[src/rtl/coproc_op_ctrl_pkg.sv]
// Shared encodings for the coprocessor operation controller.
// The FSM state codes and the status codes reported to the host.
package coproc_op_ctrl_pkg;

    localparam logic [2:0] S_IDLE   = 3'd0;
    localparam logic [2:0] S_LOAD   = 3'd1;
    localparam logic [2:0] S_RUN    = 3'd2;
    localparam logic [2:0] S_FINISH = 3'd3;
    localparam logic [2:0] S_ERROR  = 3'd4;

    typedef enum logic [1:0] {
        ST_OK      = 2'b00,
        ST_TIMEOUT = 2'b01,
        ST_ABORT   = 2'b10,
        ST_ILLEGAL = 2'b11
    } status_e;

endpackage

[src/rtl/coproc_op_ctrl_if.sv]
// Host/datapath handshake bundle for coproc_op_ctrl.
// The master drives requests and exec_done; the slave is the controller.
interface coproc_op_ctrl_if #(
    parameter int OP_W  = 3,
    parameter int CNT_W = 8
);
    logic             start;
    logic [OP_W-1:0]  opcode;
    logic             abort;
    logic             exec_done;
    logic             ready;
    logic             busy;
    logic             exec_load;
    logic             exec_en;
    logic [OP_W-1:0]  exec_op;
    logic             done_pulse;
    logic             error;
    logic [1:0]       status;
    logic [CNT_W-1:0] cycle_count;

    modport master (
        output start, opcode, abort, exec_done,
        input  ready, busy, exec_load, exec_en, exec_op,
               done_pulse, error, status, cycle_count
    );

    modport slave (
        input  start, opcode, abort, exec_done,
        output ready, busy, exec_load, exec_en, exec_op,
               done_pulse, error, status, cycle_count
    );
endinterface

[src/rtl/coproc_run_timer.sv]
// RUN-phase cycle counter with synchronous clear and terminal-count flag.
// o_tc flags the last RUN cycle allowed before the watchdog fires.
module coproc_run_timer #(
    parameter int CNT_W       = 8,
    parameter int TIMEOUT_MAX = 200
) (
    input  logic             clk,
    input  logic             reset,
    input  logic             i_clr,
    input  logic             i_en,
    output logic [CNT_W-1:0] o_count,
    output logic             o_tc
);
    localparam logic [CNT_W-1:0] TC_VAL = CNT_W'(TIMEOUT_MAX - 1);

    logic [CNT_W-1:0] r_count;

    always_ff @(posedge clk or negedge reset) begin
        if (!reset)
            r_count <= '0;
        else if (i_clr)
            r_count <= '0;
        else if (i_en)
            r_count <= r_count + 1'b1;
    end

    assign o_count = r_count;
    assign o_tc    = (r_count == TC_VAL);
endmodule

[src/rtl/coproc_op_ctrl.sv]
// Start/done run controller: IDLE -> LOAD -> RUN -> FINISH/ERROR with abort,
// illegal-opcode rejection and a RUN-cycle watchdog.
module coproc_op_ctrl
    import coproc_op_ctrl_pkg::*;
#(
    parameter int OP_W        = 3,
    parameter int NUM_OPS     = 6,
    parameter int CNT_W       = 8,
    parameter int TIMEOUT_MAX = 200
) (
    input logic             clk,
    input logic             reset,
    coproc_op_ctrl_if.slave bus
);
    logic [2:0]      r_state;
    logic [2:0]      w_next;
    logic [OP_W-1:0] r_exec_op;
    status_e         r_status;
    logic            w_op_legal;
    logic            w_tc;
    logic [CNT_W-1:0] w_count;

    assign w_op_legal = ({{(32-OP_W){1'b0}}, bus.opcode} < NUM_OPS);

    always_comb begin
        w_next = r_state;
        case (r_state)
            S_IDLE:   if (bus.start) w_next = w_op_legal ? S_LOAD : S_ERROR;
            S_LOAD:   w_next = bus.abort ? S_ERROR : S_RUN;
            S_RUN: begin
                if (bus.abort)          w_next = S_ERROR;
                else if (bus.exec_done) w_next = S_FINISH;
                else if (w_tc)          w_next = S_ERROR;
            end
            S_FINISH: w_next = S_IDLE;
            S_ERROR:  w_next = S_IDLE;
            default:  w_next = S_IDLE;
        endcase
    end

    // Status follows the same priority as the RUN exit decode above.
    always_ff @(posedge clk or negedge reset) begin
        if (!reset) begin
            r_state   <= S_IDLE;
            r_exec_op <= '0;
            r_status  <= ST_OK;
        end else begin
            r_state <= w_next;
            if (r_state == S_IDLE && bus.start) begin
                r_exec_op <= bus.opcode;
                if (!w_op_legal) r_status <= ST_ILLEGAL;
            end
            if (r_state == S_LOAD && bus.abort)
                r_status <= ST_ABORT;
            if (r_state == S_RUN) begin
                if (bus.abort)          r_status <= ST_ABORT;
                else if (bus.exec_done) r_status <= ST_OK;
                else if (w_tc)          r_status <= ST_TIMEOUT;
            end
        end
    end

    coproc_run_timer #(
        .CNT_W       (CNT_W),
        .TIMEOUT_MAX (TIMEOUT_MAX)
    ) u_timer (
        .clk     (clk),
        .reset   (reset),
        .i_clr   (r_state == S_LOAD),
        .i_en    (r_state == S_RUN),
        .o_count (w_count),
        .o_tc    (w_tc)
    );

    assign bus.ready       = (r_state == S_IDLE);
    assign bus.busy        = (r_state == S_LOAD) || (r_state == S_RUN);
    assign bus.exec_load   = (r_state == S_LOAD);
    assign bus.exec_en     = (r_state == S_RUN);
    assign bus.done_pulse  = (r_state == S_FINISH) || (r_state == S_ERROR);
    assign bus.error       = (r_state == S_ERROR);
    assign bus.exec_op     = r_exec_op;
    assign bus.status      = r_status;
    assign bus.cycle_count = w_count;
endmodule

[src/flat_wrapper.sv]
// flat-port wrapper written by rule: the top's interface ports become plain ports
module coproc_op_ctrl_flat import coproc_op_ctrl_pkg::*;
#(
    parameter int OP_W        = 3,
    parameter int NUM_OPS     = 6,
    parameter int CNT_W       = 8,
    parameter int TIMEOUT_MAX = 200
)
  (clk, reset, bus_start, bus_opcode, bus_abort, bus_exec_done, bus_ready, bus_busy, bus_exec_load, bus_exec_en, bus_exec_op, bus_done_pulse, bus_error, bus_status, bus_cycle_count);
  coproc_op_ctrl_if #(.OP_W(OP_W), .CNT_W(CNT_W)) bus_i ();
  input logic clk;
  input logic reset;
  input wire logic [$bits(bus_i.start)-1:0] bus_start;
  input wire logic [$bits(bus_i.opcode)-1:0] bus_opcode;
  input wire logic [$bits(bus_i.abort)-1:0] bus_abort;
  input wire logic [$bits(bus_i.exec_done)-1:0] bus_exec_done;
  output wire logic [$bits(bus_i.ready)-1:0] bus_ready;
  output wire logic [$bits(bus_i.busy)-1:0] bus_busy;
  output wire logic [$bits(bus_i.exec_load)-1:0] bus_exec_load;
  output wire logic [$bits(bus_i.exec_en)-1:0] bus_exec_en;
  output wire logic [$bits(bus_i.exec_op)-1:0] bus_exec_op;
  output wire logic [$bits(bus_i.done_pulse)-1:0] bus_done_pulse;
  output wire logic [$bits(bus_i.error)-1:0] bus_error;
  output wire logic [$bits(bus_i.status)-1:0] bus_status;
  output wire logic [$bits(bus_i.cycle_count)-1:0] bus_cycle_count;
  assign bus_i.start = bus_start;
  assign bus_i.opcode = bus_opcode;
  assign bus_i.abort = bus_abort;
  assign bus_i.exec_done = bus_exec_done;
  assign bus_ready = bus_i.ready;
  assign bus_busy = bus_i.busy;
  assign bus_exec_load = bus_i.exec_load;
  assign bus_exec_en = bus_i.exec_en;
  assign bus_exec_op = bus_i.exec_op;
  assign bus_done_pulse = bus_i.done_pulse;
  assign bus_error = bus_i.error;
  assign bus_status = bus_i.status;
  assign bus_cycle_count = bus_i.cycle_count;
  coproc_op_ctrl #(.OP_W(OP_W), .NUM_OPS(NUM_OPS), .CNT_W(CNT_W), .TIMEOUT_MAX(TIMEOUT_MAX)) u_core (.clk(clk), .reset(reset), .bus(bus_i));
endmodule
[config.mk]
export PLATFORM = sky130hd
export DESIGN_NAME = coproc_op_ctrl_flat
export DESIGN_NICKNAME = d
export VERILOG_FILES = /design/src/rtl/coproc_op_ctrl_pkg.sv /design/src/rtl/coproc_op_ctrl_if.sv /design/src/rtl/coproc_run_timer.sv /design/src/rtl/coproc_op_ctrl.sv /design/src/flat_wrapper.sv
export SDC_FILE = /design/constraint.sdc
export NUM_CORES = 1
export LEC_CHECK = 0
export BUFFER_PORTS_ARGS = -buffer_cell sky130_fd_sc_hd__buf_2
export CORE_UTILIZATION = 47
export CTS_BUF_LIST = sky130_fd_sc_hd__clkbuf_2
export CTS_CLUSTER_DIAMETER = 40
export DETAILED_ROUTE_END_ITERATION = 16
export PLACE_DENSITY = 0.76
export SYNTH_ARGS = -nofsm -noshare
export SYNTH_HDL_FRONTEND = slang
export SYNTH_SLANG_ARGS = --single-unit
[constraint.sdc]
create_clock -name clk -period 1.5 [get_ports clk]
set_input_delay 0.3 -clock clk [delete_from_list [all_inputs] [get_ports clk]]
set_output_delay 0.3 -clock clk [all_outputs]
set_load 0.01 [all_outputs]
==> impl_metrics.toml <==
[route]
viasPerCell = 5.29
route.detailed.wl_per_inst_um = 14.4
drtAntennaViolNets = 0
wl_met3_um = 73
first_pass_iters = 4
top_layer_used = "met4"
vias = 873
drt_iter0_drc = 20
drt-total-wl_um = 2380
wl_met1_um = 1060
drc = 0
wl_met2_um = 1220

[logic_synthesis]
synthFlopType = "dfrtp_1"
async_flop_share_pct = 100
synth-edff-count = 0
ys_seq_elements = 16
yosys.cell_count.top_type = "dfrtp_1"
synthTopCellsByCount = "dfrtp_1, nor2_1, xor2_1, nand2_1"
synth.avg_cell_area_sq_um = 10.6
syn_area_sq_um = 883
syn_inst = 83
synth_top_area_share_pct = 45.3
ys_seq_area_share_pct = 45.3
yosysTopAreaCell = "dfrtp_1"
syn_nets = 92
ys_warn_count = 0
synth_cell_types = 35
yosys-top-cells-area = "dfrtp_1, xor2_1, nor2_1, buf_6, mux2_2"

[sta]
min_period_ns = 1.77
post-route-period-util_pct = 118
rsz0062_at_grt = "true"
fmax_mhz = 564
setup_viol = 18
worstMarginPinSlew_ns = 0.364
setup_ws_ns = -0.273
maxSlewHeadroom_pct = 75.4
finClkSkew_ns = 0.0126
hold_violations = 0
slew_viol_final = 0

[final_layout]
fillerInstances = 95
fin_util_pct = 80.6
final_cell_area_sq_um = 1410
antenna_cells = 0
syn_to_final_growth_pct = 59.3
multi_input_area_sq_um = 488
fin_nets = 151
drive_above_1_share_pct = 59.3
ff_latch_area_sq_um = 402

[worst_setup_path]
slowest_delay_ns = 0.47
cp_cell_sequence = "or3_4 > inv_6 > buf_12 > buf_6"
reg2reg_from = "u_core.r_state[0]$_DFFE_PN0P_"
critPathTopFamily = "flip-flops"
worstSetupPathType = "flop to output port"
arrival_ns = 1.47
worst_path_max_delay_cell = "dfrtp_2"
crit_buf_inv = 3
crit_fanout = 6
crit_start = "u_core.r_state[0]$_DFFE_PN0P_"
end_kind = "output port"
critPathLaunchType = "flop"
required_ns = 1.20

[global_routing]
antenna_found_initial = 0
grt.total_usage_pct = 25.5
grt_max_degree = 17
grt_first_pass_wirelength_um = 3750
grt_pass1_vias = 838
grt-ovfl-total = 0

[power_and_ir_drop]
ir_drop_mv = 1.06
p_per_area_nw_per_um2 = 1600
power_leakage_nw = 0.711
p_total_w = 0.00225

[floorplan]
die-area_sq_um = 2060
num_rows = 15
start_util_pct = 50.6
pin_count = 27
coreArea_sq_um = 1750
die_x_um = 45.4
die_y_um = 45.4

[clock_network]
cts_max_level = 1
path_clk_slew_ns = 0.14
clockBufferDepth = 2
cts_tree = "yes"
cts.sinks = 16
cts_buffers = 3
clk-insertion-delay-late_ns = 0.30
clock-root-buffer = "clkbuf_2"

[outcome]
status = "complete, but fails checks"
violations = "setup timing"

[min_path]
hp-start = "bus_opcode[0]"
hp-class = "primary input to flop"

[place]
place_ws_ns = -0.0733
place.gp.congestion = 0.821
portBuffers = 26
post_dp_cell_area_sq_um = 1160
dp_hpwl_um = 1510

[job]
drv_cap = 0
## layout by cell type, fill, tap and decap left out, types with 4 or more instances in the layout
| cell type | n |
|---|---|
| dfrtp_1 | 15 |
| buf_4 | 22 |
| nand4_1 | 4 |
| buf_6 | 11 |
| buf_2 | 22 |
| xor2_1 | 6 |
| nand2_1 | 4 |
| nor2_1 | 8 |
## flip-flops by register name (all words and copies together) (netlist names)
register and flops:
u_core.u_timer.o_count 8, u_core.bus.exec_op 3, u_core.r_state 3, u_core.bus.status 2
## per-layer routing
metal  vias to the layer above  track usage [%]
met2                        26             43.5
li1                        411                -
met3                         2             2.80
met5                         -                0
met4                         0             9.09
met1                       434             33.3
## where the power goes
| part | leakage [nW] | switching [W] | internal, W |
|---|---|---|---|
| combinational | 0.495 | 0.000612 | 0.000811 |
| clock | 0.0125 | 0.000136 | 0.0000545 |
| sequential | 0.204 | 0.0000842 | 0.000552 |
| total | 0.711 | 0.000832 | 0.00142 |
## path summary, 6_finish.rpt
kind                                                          to  slack [ns]  depth (start not counted)
max                                                  bus_exec_en       -0.27                          4
min                            u_core.bus.exec_op[0]$_DFFE_PN0N_        0.24                          2
max reg2reg                u_core.u_timer.o_count[6]$_DFFE_PN0P_       -0.10                          7
min reg2reg                    u_core.bus.exec_op[2]$_DFFE_PN0N_        0.53                          1
max in group asynchronous          u_core.r_state[0]$_DFFE_PN0P_        0.75                          2
min in group asynchronous          u_core.r_state[2]$_DFFE_PN0P_        0.45                          2
## worst register-to-register path, delay by kind of cell (launching register included)
| family | cells | cell delay [ns] |
|---|---|---|
| xor gates and xnor gates | 1 | 0.17 |
| buffers and inverters | 3 | 0.30 |
| DFF | 1 | 0.47 |
| and+or+nand+nor | 3 | 0.59 |
## area by class of cell
| class | instances | area share (%) |
|---|---|---|
| Clock buffer | 3 | 1.07 |
| Inverter | 6 | 1.96 |
| Multi-Input combinational cell | 57 | 34.7 |
| Sequential cell | 16 | 28.5 |
| Tap cell | 25 | 2.22 |
| Timing Repair Buffer | 58 | 31.6 |
## metrics by stage
step	hold WS [ns]	std cells	setup TNS, ns
global route	0.218	165	-2.85
detailed placement	0.232	149	-0.232
CTS	0.248	162	-2.07
global placement	0.230	149	-0.0704
finish	0.239	165	-1.85
floorplan	0.00441	83	-0.127
## repair_timing
item / CTS / global route
hold buffers: 1 / 0
setup endpoints to repair: 13 / 19
endpoints found under the hold margin: 16 / 0
resized for setup: 14 / 17
buffers inserted: 9 / 5
pin swaps: 8 / 12
## kinds of logic after synthesis
family          share of synthesized area [%]
compound gates                           15.4
simple gates                             21.1
fa+ha+maj                                1.42
buf+inv                                  6.94
mux                                      3.82
flops                                    45.3
xor+xnor                                 5.95
Power figures use the tool's default switching activity.
